$ cat src/rtl/sram_port_arbiter_pkg.sv
// Shared constants for the two-channel SRAM port arbiter.
package sram_port_arbiter_pkg;

    // Response owner encoding
    localparam logic OWN_INST = 1'b0;
    localparam logic OWN_DATA = 1'b1;

    localparam int unsigned STARVE_LIMIT_DEFAULT = 4;
    localparam int unsigned STARVE_CNT_W         = 4;

endpackage

$ cat src/rtl/sram_port_arbiter.sv
// Arbitrates an instruction-read channel and a data read/write channel onto one
// single-cycle-latency SRAM port. Data has priority; inst is forced through
// after STARVE_LIMIT consecutive denied cycles.
module sram_port_arbiter
    import sram_port_arbiter_pkg::*;
#(
    parameter int unsigned STARVE_LIMIT = STARVE_LIMIT_DEFAULT
) (
    input  logic        clk,
    input  logic        reset,

    input  logic        inst_req,
    input  logic [31:0] inst_addr,
    output logic        inst_addr_ok,
    output logic        inst_data_ok,
    output logic [31:0] inst_rdata,

    input  logic        data_req,
    input  logic        data_wr,
    input  logic [3:0]  data_wstrb,
    input  logic [31:0] data_addr,
    input  logic [31:0] data_wdata,
    output logic        data_addr_ok,
    output logic        data_data_ok,
    output logic [31:0] data_rdata,

    output logic        sram_en,
    output logic [3:0]  sram_wen,
    output logic [31:0] sram_addr,
    output logic [31:0] sram_wdata,
    input  logic [31:0] sram_rdata
);

    localparam logic [STARVE_CNT_W-1:0] LIMIT = STARVE_CNT_W'(STARVE_LIMIT);

    logic [STARVE_CNT_W-1:0] starve_cnt;
    logic [STARVE_CNT_W-1:0] starve_cnt_next;
    logic                    resp_vld;
    logic                    resp_own;
    logic                    inst_gnt;
    logic                    data_gnt;

    // Grant decision; reset blocks any grant combinationally
    always_comb begin
        inst_gnt = 1'b0;
        data_gnt = 1'b0;
        if (!reset) begin
            inst_gnt = inst_req && (!data_req || (starve_cnt == LIMIT));
            data_gnt = data_req && !inst_gnt;
        end
    end

    // Drive the shared SRAM port from the winning channel, zero when idle
    always_comb begin
        sram_en    = inst_gnt | data_gnt;
        sram_wen   = 4'b0000;
        sram_addr  = 32'h0;
        sram_wdata = 32'h0;
        if (data_gnt) begin
            sram_addr  = data_addr;
            sram_wdata = data_wdata;
            sram_wen   = {4{data_wr}} & data_wstrb;
        end else if (inst_gnt) begin
            sram_addr  = inst_addr;
        end
    end

    // Starvation counter: count denied inst cycles, saturating at the limit
    always_comb begin
        starve_cnt_next = starve_cnt;
        if (!inst_req || inst_gnt) begin
            starve_cnt_next = '0;
        end else if (starve_cnt < LIMIT) begin
            starve_cnt_next = starve_cnt + 1'b1;
        end
    end

    // Response tracker and starvation state
    always_ff @(posedge clk or posedge reset) begin
        if (reset) begin
            starve_cnt <= '0;
            resp_vld   <= 1'b0;
            resp_own   <= OWN_INST;
        end else begin
            starve_cnt <= starve_cnt_next;
            resp_vld   <= sram_en;
            resp_own   <= data_gnt ? OWN_DATA : OWN_INST;
        end
    end

    // Handshake and response outputs
    always_comb begin
        inst_addr_ok = inst_gnt;
        data_addr_ok = data_gnt;
        inst_data_ok = resp_vld && (resp_own == OWN_INST);
        data_data_ok = resp_vld && (resp_own == OWN_DATA);
        inst_rdata   = sram_rdata;
        data_rdata   = sram_rdata;
    end

endmodule

$ cat config.mk
export PLATFORM = sky130hd
export DESIGN_NAME = sram_port_arbiter
export DESIGN_NICKNAME = d
export VERILOG_FILES = /design/src/rtl/sram_port_arbiter_pkg.sv /design/src/rtl/sram_port_arbiter.sv
export SDC_FILE = /design/constraint.sdc
export NUM_CORES = 1
export LEC_CHECK = 0
export CELL_PAD_IN_SITES_DETAIL_PLACEMENT = 2
export CELL_PAD_IN_SITES_GLOBAL_PLACEMENT = 2
export CORE_ASPECT_RATIO = 1.25
export CORE_MARGIN = 8
export CORE_UTILIZATION = 10
export CTS_BUF_LIST = sky130_fd_sc_hd__clkbuf_4
export DETAILED_ROUTE_END_ITERATION = 12
export GPL_TIMING_DRIVEN = 1
export PLACE_DENSITY = 0.95
export SLEW_MARGIN = 0
export SYNTH_ARGS = -nofsm -noshare
export SYNTH_HDL_FRONTEND = slang
export SYNTH_SLANG_ARGS = --single-unit
$ cat constraint.sdc
create_clock -name clk -period 1.77 [get_ports clk]
set_input_delay 0.354 -clock clk [delete_from_list [all_inputs] [get_ports clk]]
set_output_delay 0.354 -clock clk [all_outputs]
set_load 0.005 [all_outputs]
==> impl_summary.txt <==
----------------------------------------------------
[Outcome]
  Run status ... finished with violations
  Failing checks ... negative setup slack

[Routing]
  Routed met2 length ... 6294 um
  Count of nets left with antenna violations after detail routing ... 0
  Detailed-route wire length per cell ... 22.32 um
  TritonRoute pass-1 iters ... 3
  Metal3 WL ... 901 um
  Ratio of routed vias to standard cells ... 3.648
  Highest Signal Layer ... met4
  Overall routed net length ... 10910 um
  DRC marker count from the first detailed-route iteration ... 41
  Remaining design rule violation count ... 0
  Sum of routed wire segments on met1 ... 3454 um
  Vias ... 1784

[Timing]
  Final count of hold timing violations ... 0
  Number of pins exceeding their max-slew limit in the final report ... 0
  Worst slew margin relative to its limit ... 0.8124
  Setup Viol. Count Final ... 71
  Fmax ... 445.9 MHz
  Setup_tns ... -28.56 ns
  Final setup skew ... 0.007003 ns
  Worst Setup Slack, final ... -0.4726 ns
  RSZ-0062 raised after global routing ... yes
  Shortest clock period the worst path allows after layout ... 2.243 ns
  Slew at the pin with the worst max-slew slack ... 0.2804 ns
  Period utilisation layout ... 1.267
  Worst-case hold slack ... 0.5131 ns

[Clock tree]
  Clock-pin slew on the worst setup and hold paths ... 0.05 ns
  Clock Latency Late Sink ... 0.25 ns
  Total number of H-tree levels ... 1
  Longest Clk Path Bufs ... 2
  TritonCTS clock tree ... yes
  Number of sinks handled by clock tree synthesis ... 6
  Root buf cell ... sky130_fd_sc_hd__clkbuf_4
  TritonCTS buffer count ... 3

[Critical path]
  Depth of the most critical reg-to-reg path ... 8
  Crit-path max FO ... 7
  CP max stage delay ... 0.39 ns
  Worst r2r src ... starve_cnt[1]
  Kind of launch point of the worst setup path ... flip-flop
  Cell with the biggest individual delay on the critical path ... sky130_fd_sc_hd__dfrtp_1
  Crit path to ... sram_addr[26]
  Startpoint of the most critical setup path ... starve_cnt[1]
  Cell family contributing the most delay on the critical path ... buffers and inverters
  CP Buf/Inv Count ... 4
  Classification of the worst setup path ... flip-flop to output pin
  Chain of cells forming the critical path ... inv_2 > ha_4 > nand3b_4 > o211a_4 > buf_12 > buf_16 > a22o_1 > buf_2
  Crit path arrival time ... 1.89 ns
  Crit end category ... output pin
  Register-to-Register Setup Slack ... 0.02 ns
  Number of gates on the worst path with buffers counted ... 8
  CP Data Required Time ... 1.42 ns
  Destination of the worst register-to-register timing path ... resp_vld

[Pwr]
  Leakage power summed over all cells ... 1.586 nW
  Sequential Power Share ... 0.143
  Total internal power ... 0.7685 mW
  Psw ... 0.3214 mW
  Net Sw Frac ... 0.2949
  Cell area power density ... 313.6 nW/um^2
  Combinational Power Share ... 0.738
  Peak supply drop ... 276.3 uV
  Power share of the clock group ... 0.119
  Total Power Consumption ... 1.090 mW

[Die]
  Rows ... 48
  Overall die width ... 121.4 um
  Floorplan die height ... 147.8 um
  Die Outline Area ... 17940 um^2
  Top-level port count ... 274
  Core outline area ... 13690 um^2
  Initial standard-cell utilization of the core ... 0.1014

[Cells and area]
  Count of nets after finishing ... 455
  Antenna Diode Count ... 0
  Non-filler cells, final ... 489
  Fraction of final layout cells with drive strength greater than 1 ... 0.4936
  Total non-filler cell area in the finished layout ... 3476 um^2
  Area overhead of the layout relative to synthesis ... 150.3%

[Global routing]
  Global-route congestion overflow total ... 0
  Number of global-route vias before repair ... 2256
  Total global-route track usage ... 0.1163
  Number of antenna violations at the first check in global routing ... 0
  Maximum number of pins on one net before global-route repair ... 9
  First-pass GRT wire length ... 15410 um

[Synthesis]
  Synthesized netlist cell count ... 171
  Share of the synthesized area in the top cell type ... 0.3568
  Post-Synth XOR/XNOR Area ... 0.006306
  Largest family of logic cells by synthesized area ... buffers and inverters
  Adder and majority cell fraction of the synthesized area ... 0.01802
  Biggest area consumer among synthesized cells ... sky130_fd_sc_hd__buf_4
  Most repeated cell in the gate-level netlist after synthesis ... sky130_fd_sc_hd__buf_4
  Synth Flop Type ... sky130_fd_sc_hd__dfrtp_1
  Syn_nets ... 310
  EDFF count, synth ... 0
  Warnings from Yosys ... 0
  Netlist Area Pre-Place ... 1389 um^2
  Flip-flop and latch count after synthesis ... 6
  Post-synthesis simple-gate area fraction ... 0.2072
  Count of cell types in the netlist ... 20
  Synth Area in Compound Gates ... 0.2216
  Post-synthesis async set-or-reset flop share ... 1.000
  Top cells by area in the synthesized netlist ... sky130_fd_sc_hd__buf_4 36%, sky130_fd_sc_hd__a22o_1 20%, sky130_fd_sc_hd__and2_1 15%
  Sequential area share after synthesis ... 0.1081
  Mux share of post-synthesis cell area ... 0.007207
  Avg Cell Area, Syn ... 8.122 um^2
  Cell types with the highest counts after synthesis ... 66 x sky130_fd_sc_hd__buf_4, 33 x sky130_fd_sc_hd__and2_1, 32 x sky130_fd_sc_hd__a22o_1

[Place]
  Number of placed instances, taps included ... 459
  Count of input and output buffers ... 177
  Global placer's final weighted congestion ... 0.7461
  HPWL reported at the end of detailed placement ... 7766 um
  Instance area at placement ... 2909 um^2

[Worst hold path]
  Class of the tightest hold or removal check ... input port to async pin

[Job]
  Max-Cap Viols ... 0

----------------------------------------------------
-- area by class of cell --
| type | count | area [um^2] |
|---|---|---|
| inverter | 5 | 18.77 |
| tap | 175 | 219.0 |
| multi-input combinational | 84 | 764.5 |
| clock buffer | 3 | 22.52 |
| sequential | 6 | 150.1 |
| fill | 1528 | 10220 |
| timing repair buffer | 216 | 2301 |
-- cell families after synthesis --
group           Yosys count
buf+inv                  81
xor+xnor                  1
mux                       1
flops                     6
fa+ha+maj                 2
simple gates             45
compound gates           35
-- how the worst min path moves through the flow --
| stage | startpoint | to | depth (start not counted) |
|---|---|---|---|
| 3_5_place_dp | starve_cnt[0] | starve_cnt[0] | 3 |
| 5_1_grt | reset | resp_vld | 3 |
| 3_3_place_gp | starve_cnt[0] | starve_cnt[0] | 3 |
| 6_report | reset | resp_vld | 3 |
| 2_1_floorplan | reset | resp_own | 1 |
| 4_1_cts | reset | starve_cnt[0] | 3 |
-- flip-flops by register name (all words and copies together), names as in the netlist --
| register | flops |
|---|---|
| starve_cnt | 4 |
| resp_own | 1 |
| resp_vld | 1 |
-- layout by cell type (no fill, tap or decap), types with 2 or more instances in the layout --
cell and instances:
sky130_fd_sc_hd__a22o_1 32, sky130_fd_sc_hd__and2_4 32, sky130_fd_sc_hd__and3_4 3, sky130_fd_sc_hd__buf_12 6
sky130_fd_sc_hd__buf_16 9, sky130_fd_sc_hd__buf_2 29, sky130_fd_sc_hd__buf_4 9, sky130_fd_sc_hd__buf_6 49
sky130_fd_sc_hd__buf_8 4, sky130_fd_sc_hd__clkbuf_2 3, sky130_fd_sc_hd__clkbuf_4 3, sky130_fd_sc_hd__clkdlybuf4s50_1 106
sky130_fd_sc_hd__dfrtp_1 6, sky130_fd_sc_hd__inv_1 3, sky130_fd_sc_hd__inv_2 2, sky130_fd_sc_hd__nor3_1 4
-- repair_timing --
| action | CTS | global route |
|---|---|---|
| gates resized for setup | 357 | 42 |
| cloned | 12 | 0 |
| endpoints found under the setup margin | 71 | 72 |
| pin swaps | 16 | 39 |
| hold buffers | 0 | 0 |
| setup buffers | 14 | 5 |
| endpoints found under the hold margin | 0 | 0 |
-- power by group through the flow --
| stage | combinational, mW | sequential [mW] | clock, mW |
|---|---|---|---|
| 3_5_place_dp | 0.638 | 0.157 | 0 |
| 4_1_cts | 0.801 | 0.155 | 0.134 |
| 3_3_place_gp | 0.615 | 0.155 | 0 |
| 5_1_grt | 0.860 | 0.157 | 0.152 |
| 6_report | 0.804 | 0.156 | 0.130 |
| 2_1_floorplan | 0.278 | 0.157 | 0 |
-- per-layer routing --
layer  GRT usage  up-vias
met4     0.03772        0
met2      0.2289      106
li1            -      808
met5           0        -
met1      0.1088      838
met3     0.03626       32
-- through the flow --
stage                     setup slack (ns)  utilization
after global routing               -0.5656       0.2538
after CTS                          -0.6254       0.2496
after detailed placement           -0.8146       0.2124
after floorplan                    0.01676            -
final                              -0.4726       0.2538
after global placement             -0.7533       0.2124
-- worst min-delay path: stages --
cell	delay, ns
sky130_fd_sc_hd__clkdlybuf4s50_1	0.46
sky130_fd_sc_hd__inv_1	0.11
sky130_fd_sc_hd__buf_4	0.17
Note: power is estimated with default switching activity, not from simulation.
